--- config.mk ---
export PLATFORM = sky130hd
export DESIGN_NAME = quad_encoder_counter
export DESIGN_NICKNAME = d
export VERILOG_FILES = /design/src/rtl/quad_encoder_counter.sv
export SDC_FILE = /design/constraint.sdc
export NUM_CORES = 1
export LEC_CHECK = 0
export CAP_MARGIN = 5
export CORE_MARGIN = 2
export CORE_UTILIZATION = 53
export CTS_CLUSTER_SIZE = 8
export DETAILED_ROUTE_END_ITERATION = 16
export PLACE_DENSITY_LB_ADDON = 0.2
export SLEW_MARGIN = 15
export SYNTH_ARGS = -nofsm -noshare
export SYNTH_HDL_FRONTEND = slang
export SYNTH_SLANG_ARGS = --single-unit
--- constraint.sdc ---
create_clock -name clk -period 4.98 [get_ports clk]
set_clock_uncertainty 0.05 [all_clocks]
set_input_delay 1.494 -clock clk [delete_from_list [all_inputs] [get_ports clk]]
set_output_delay 1.494 -clock clk [all_outputs]
set_load 0.05 [all_outputs]
--- src/rtl/quad_encoder_counter.sv ---
// Filtered 4x quadrature decoder: per-channel sync + deglitch, then a
// wrapping signed position counter with direction and error tracking.

// One encoder channel: 2-FF synchroniser followed by a persistence filter.
module qec_chan_filter #(
    parameter int FILTER_LEN = 4
) (
    input  logic clk,
    input  logic reset,
    input  logic raw,
    output logic filt
);
    localparam logic [7:0] FLIM = 8'(FILTER_LEN - 1);

    logic       s1, s2;
    logic [7:0] fcnt;

    // Two-stage synchroniser; raw never touches anything else.
    always_ff @(posedge clk or negedge reset) begin
        if (!reset) begin
            s1 <= 1'b0;
            s2 <= 1'b0;
        end else begin
            s1 <= raw;
            s2 <= s1;
        end
    end

    // Filtered value follows s2 only after it has differed FILTER_LEN cycles.
    always_ff @(posedge clk or negedge reset) begin
        if (!reset) begin
            fcnt <= 8'd0;
            filt <= 1'b0;
        end else if (s2 == filt) begin
            fcnt <= 8'd0;
        end else if (fcnt == FLIM) begin
            filt <= s2;
            fcnt <= 8'd0;
        end else begin
            fcnt <= fcnt + 8'd1;
        end
    end
endmodule

module quad_encoder_counter #(
    parameter int DATA_WIDTH = 32,
    parameter int FILTER_LEN = 4,
    parameter int ERR_WIDTH  = 8
) (
    input  logic                  clk,
    input  logic                  reset,
    input  logic [DATA_WIDTH-1:0] mem_in,
    input  logic                  input_A,
    input  logic                  input_B,
    output logic [DATA_WIDTH-1:0] cnt_out,
    output logic                  dir,
    output logic [ERR_WIDTH-1:0]  err_cnt,
    output logic                  err_flag
);
    localparam logic [DATA_WIDTH-1:0] ONE = DATA_WIDTH'(1);

    // Bit 1 = channel A, bit 0 = channel B.
    logic [1:0] raw_ab, cur, prev;
    logic       soft_rst, inv;
    logic       step_fwd, step_rev, illegal, legal, up;
    logic       unused_mem;

    assign raw_ab     = {input_A, input_B};
    assign soft_rst   = mem_in[DATA_WIDTH-1];
    assign inv        = mem_in[0];
    assign unused_mem = ^mem_in[DATA_WIDTH-2:1];

    for (genvar ch = 0; ch < 2; ch++) begin : g_chan
        qec_chan_filter #(.FILTER_LEN(FILTER_LEN)) u_filt (
            .clk   (clk),
            .reset (reset),
            .raw   (raw_ab[ch]),
            .filt  (cur[ch])
        );
    end

    // Previous filtered state tracks every cycle, soft reset included, so
    // releasing soft reset never produces a step from stale state.
    always_ff @(posedge clk or negedge reset) begin
        if (!reset) prev <= 2'b00;
        else        prev <= cur;
    end

    // Classify the prev->cur transition (forward = 00->01->11->10->00).
    always_comb begin
        step_fwd = 1'b0;
        step_rev = 1'b0;
        illegal  = 1'b0;
        case ({prev, cur})
            4'b00_01, 4'b01_11, 4'b11_10, 4'b10_00: step_fwd = 1'b1;
            4'b00_10, 4'b10_11, 4'b11_01, 4'b01_00: step_rev = 1'b1;
            4'b00_11, 4'b11_00, 4'b01_10, 4'b10_01: illegal  = 1'b1;
            default: ;
        endcase
    end

    assign legal = step_fwd | step_rev;
    assign up    = step_fwd ^ inv;

    // Position counter and direction; soft reset overrides a coincident step.
    always_ff @(posedge clk or negedge reset) begin
        if (!reset) begin
            cnt_out <= '0;
            dir     <= 1'b0;
        end else if (soft_rst) begin
            cnt_out <= '0;
            dir     <= 1'b0;
        end else if (legal) begin
            cnt_out <= up ? cnt_out + ONE : cnt_out - ONE;
            dir     <= up;
        end
    end

    // Saturating illegal-transition counter and sticky flag.
    always_ff @(posedge clk or negedge reset) begin
        if (!reset) begin
            err_cnt  <= '0;
            err_flag <= 1'b0;
        end else if (soft_rst) begin
            err_cnt  <= '0;
            err_flag <= 1'b0;
        end else if (illegal) begin
            err_flag <= 1'b1;
            if (err_cnt != '1) err_cnt <= err_cnt + 1'b1;
        end
    end
endmodule

Word-level counts from Yosys, hierarchy flattened
Index checks and enable logic that the tools add are counted.
- output and inout port bits: 42
- word-level logic and storage cells: 65
- register bits after elaboration: 66
- add/sub/neg operators: 5
- bitwise gates (word level): 4
- reduce and logical (&&, ||, !) cells: 9
- equality and inequality tests: 17
- muxes and demuxes: 17
- operator list (kind ; count):
    2-to-1 mux 32 bit ; 3
    2-to-1 mux 8 bit ; 7
    adder 32 x 1 -> 32 bit (second input constant) ; 1
    subtractor 32 x 1 -> 32 bit (second input constant) ; 1
    adder 8 x 1 -> 8 bit (second input constant) ; 3
    equality test 4 bit (second input constant) ; 6
    equality test 8 x 2 -> 1 bit (second input constant) ; 2
    equality test 4 x 3 -> 1 bit (second input constant) ; 3
    OR reduction 4 bit ; 3
    equality test 4 x 2 -> 1 bit (second input constant) ; 2
    != test 8 bit (second input constant) ; 1
    2-to-1 mux 1 bit ; 7
    AND reduction 2 bit ; 3
    nonzero test 2 bit ; 3
    equality test 4 x 1 -> 1 bit (second input constant) ; 1
    equality test 1 bit ; 2
    inverter 1 bit ; 2
    bitwise OR 1 bit ; 1
    bitwise XOR 1 bit ; 1

Depth between registers and ports, before layout
- word-level depth: 7
- gate-level depth with buffers: 16
- mapped depth without buffers: 12

Modules after synthesis
From an unflattened synthesis, not the netlist that was laid out.
- cell total of the unflattened synthesis: 508
- area total of the unflattened synthesis: 4360.4 um^2
- by module, submodules not included (module ; times used ; area an instance (um^2) ; cells each):
    quad_encoder_counter ; 1 ; 3374.5 ; 420
    qec_chan_filter ; 2 ; 493.0 ; 44

Least setup slack after synthesis
Ideal clock, no wire load.
- kind: input-to-reg
- from: input port mem_in[0]
- to: register cnt_out[24]
- setup time: 125 ps
- stages on the path: 15
- buffers on the path: 4
- slack: 441 ps
- data arrival time: 4364 ps
- cell sequence: or3_1 -> buf_2 -> buf_2 -> nand2_1 -> buf_2 -> buf_2 -> xnor2_1 -> ha_1 -> inv_1 -> nor3_1 -> a32oi_1 -> nor2_1 -> a2111oi_0 -> a31oi_1 -> mux2_2
- cells in the longest elaborated chain, start to end: 4
- RTL lines (what ; line ; source):
    start: declaration ; 52 ; input logic [DATA_WIDTH-1:0] mem_in,
    bitwise XOR 1 bit ; 103 ; assign up = step_fwd ^ inv;
    2-to-1 mux 32 bit ; 114 ; cnt_out <= up ? cnt_out + ONE : cnt_out - ONE;
    2-to-1 mux 32 bit ; 113 ; end else if (legal) begin
    2-to-1 mux 32 bit ; 110 ; end else if (soft_rst) begin
    end signal: assignment ; 114 ;
    end: declaration ; 55 ; output logic [DATA_WIDTH-1:0] cnt_out,
Every way passes these cells. The select of a mux whose other input is x is not followed.
A chain may end at the register's enable or synchronous reset.

Final worst setup path
- from: input port mem_in[0]
- to: register cnt_out[30]
The elaborated chain is that of the path after synthesis.

==> impl_summary.md <==
STA
The number of setup violations in the final report is 0. The top achievable clock speed is 231 MHz. In the finished design, the share of the clock period the worst path needs comes to 86.9%. The final period demand of the worst path is 4.33 ns. Headroom to the max-slew limit came out at 55.4%. Setup repair after global routing left no endpoint under its margin. For the pin with the worst max-slew slack, the measured transition is ~0.66 ns. The setup TNS is 0 ns. The final-report hold violation count is 0.

The final-report max-slew violation count is 0.

Synth
The number of unique standard cell types used by synthesis is 64. Averaged over all synthesized cells, the footprint is 8.63 um2. The number of warnings issued by yosys is 0.

The complex-gate fraction of the synthesized area is 10.4%. The synthesized netlist devotes 1.77% of its cell area to adder and majority cells. The portion of synthesized area spent on multiplexers is 3.45%. The share of synthesized registers carrying an async set or reset is 100%.

The number of enable-type register cells in the synthesized netlist is 0. Synthesis produced a netlist with a net count of approximately 530. In this run the cell area of the synthesized design comes to about 4200 um2.

By area, the combinational part of the netlist is dominated by simple AND/OR/NAND/NOR gates. The post-synthesis cell count is about 500. For this run, the leading register cell type out of synthesis is dfrtp_1. Synthesis inferred 66 register bits. After Yosys synthesis, and, or, nand and nor cells account for 30.8% of the synthesized area. The post-synthesis sequential area ratio is 38.9%. The synthesized netlist devotes 10.9% of its cell area to XOR and XNOR gates.

Clock tree
The clock passes through at most 2 buffers. Gates resized during post-CTS repair numbered 0. The number of buffers created by CTS is 9. After clock tree synthesis, the clock-pin slew on the worst setup and hold paths is 0.08 ns. The H-tree was split into 3 levels. The setup fix buffers added after clock tree synthesis is 0. The number of clock sinks is 66. Clock tree synthesis selected as its root buffer the cell clkbuf_8. The number of hold buffers added after CTS is 0. The clock latency on the worst-skew pair is 0.36 ns.

TritonCTS built the clock tree.

Global route
Summed over all layers, the global routing overflow is 0. The pin count of the biggest net entering global routing is 47. The global routing met3 resource utilization is 4.75%. The first global-routing pass estimated approximately 18000 um of wire. The busiest layer in global routing is met2. The met1 layer usage reported by global route is between 30 and 40%. The global-route usage over all layers is 25.4%.

The initial antenna violation count was 0. In the global route stage, met2 resource usage came out at 39.6%. The via count of the first global-routing pass is around 3700.

Min path
Along the worst hold path, the cell count comes to 0. In this run the worst hold path is classified as reg -> reg.

Worst setup path
The cell depth of the worst flop-to-flop path is 12. The critical path's largest stage delay is 0.47 ns. The data required time at the worst endpoint is 5.19 ns. The critical path endpoint category is a flop. The setup path with the least slack is of type in -> reg. The biggest fanout along the worst timing path is 5. The worst endpoint data arrival time is 4.54 ns. The critical path startpoint category is a primary input. The critical path goes through clkdlybuf4s50_1 > or3_1 > nand2_1 > xnor2_1 > ha_1 > inv_1 > nor3_1 > o2111ai_1 > a221oi_2 > a311oi_1 > xor2_1 > o31ai_1. The slowest stage of the critical path is the clkdlybuf4s50_1 cell.

Floorplan
The die outline area is 8740 um2. Measured along the y axis, the die boundary spans 93.5 um. The die outline width is 93.5 um. The floorplan row count is 32.

The boundary pin count is 78. The total area inside the core boundary comes to 7730 um2. For this configuration, the core starts out at a cell density of 54.9%.

Finish
The layout cell share with drive strength beyond 1 is 9.83%. Relative to the synthesized area, the layout overhead comes to 16.7%. The repair_antennas step left the layout with diodes totalling 0. The number of fill cells in the layout is ~700. The layout net count is 566.

Routing
The count of antenna-violating nets left after detailed routing is 0. In this run, the number of DRC markers left after iteration 0 of detailed routing was 279. For this run, design rule violations remaining after detail routing come to 0.

After detailed routing, the number of vias per cell comes to 6.18. The detailed-route wire length per cell is 16.6 um. The first-pass iteration count of the detailed router is 5. Summed over all layers, the routed wires come to roughly 10000 um. The detailed router placed 3900 vias in this run.

Place
Once detailed placement completed, the half-perimeter wirelength came to a little over 7000 um. Port buffering added 47 buffers. Routability-driven placement finished with a final weighted congestion of between 0.9 and 1.

Run
The count of max-cap constraint violations is 0.

Status
The run finished with clean final reports.
[Yosys cell counts (11+ instances only)]
cell type / number / area (um2)
nor2_1: 73 / 274
dfrtp_1: 66 / 1650
nand2_1: 31 / 116
nor3_1: 28 / 140
xor2_1: 28 / 245
clkbuf_1: 27 / 101
nand3_1: 25 / 125
xnor2_1: 23 / 201
a21oi_1: 21 / 105
nand4_1: 17 / 106
nor4_1: 14 / 87.6
and3_1: 12 / 75.1
o21ai_0: 11 / 55.1
[cells by family (layout without fill, tap and decap cells)]
family	count (synthesis)	count (layout)
flops	66	66
fa+ha+maj	6	6
compound gates	65	65
simple gates	249	249
buf+inv	40	77
mux	14	14
xor+xnor	52	52
[placed cells by master (no fill, tap or decap), drive strengths merged, types with 4 or more instances in the layout]
cell	instances
a21oi	21
a31oi	6
and2	5
and3	12
and4	6
buf	12
clkbuf	9
clkdlybuf4s50	46
dfrtp	66
ha	6
inv	5
mux2	5
mux2i	9
nand2	31
nand3	25
nand3b	4
nand4	17
nor2	73
nor2b	4
nor3	29
nor4	15
o21ai	12
or3	8
or4	8
xnor2	23
xor2	29
[worst max-delay path: cells and delay by family]
kind	cells	cell delay, ns
buffers and inverters	2	0.58
adder cells (fa/ha/maj)	1	0.26
XOR/XNOR	2	0.30
AO/OA/AOI/OAI	4	1.07
AND/OR/NAND/NOR	3	0.84
[sequential cells by signal, indices dropped and copies added (netlist names)]
signal and count:
g_chan.u_filt.fcnt 16, err_flag 1, dir 1, g_chan.u_filt.s2 2, g_chan.u_filt.s1 2, cnt_out 32, err_cnt 8, g_chan.u_filt.filt 2
prev 2
[metrics by stage]
stage	utilization (%)	hold WS, ns	instance area [um2]	setup slack (ns)	std cells
final	64.1	0.302	4950	0.651	631
after global routing	64.1	0.328	4950	0.419	631
after floorplan	-	0.281	4250	0.441	492
after CTS	64.1	0.305	4950	0.674	631
after detailed placement	61.9	0.287	4780	0.339	615
after global placement	61.9	0.282	4780	0.335	615
[metal layers]
metal | wire (um) | vias to the layer above
met5 | 0 | -
met4 | 202 | 0
met3 | 845 | 22
met2 | 4890 | 178
met1 | 4560 | 1864
li1 | - | 1836
[layout make-up]
type / count / area [um2] / share of cell area, %
clock buffers: 9 / 124 / 2.50
clock inverters: 7 / 51.3 / 1.04
inverters: 3 / 11.3 / 0.227
multi-input cells: 386 / 2440 / 49.3
flip-flops and latches: 66 / 1650 / 33.3
well taps: 102 / 128 / 2.58
repair buffers: 58 / 548 / 11.1
[final timing paths]
path | endpoint | slack [ns] | from
hold reg to reg | g_chan[0].u_filt.s2 | 0.30 | g_chan[0].u_filt.s1
min in group asynchronous | g_chan[1].u_filt.fcnt[5] | 0.99 | reset
hold / removal | g_chan[0].u_filt.s2 | 0.30 | g_chan[0].u_filt.s1
setup / recovery | cnt_out[30] | 0.65 | mem_in[0]
max in group asynchronous | g_chan[0].u_filt.fcnt[6] | 3.23 | reset
setup reg to reg | cnt_out[30] | 1.59 | g_chan[1].u_filt.filt
Power is not shown: default switching activity piles up to over one toggle a cycle in this logic, so the estimate is an artifact.
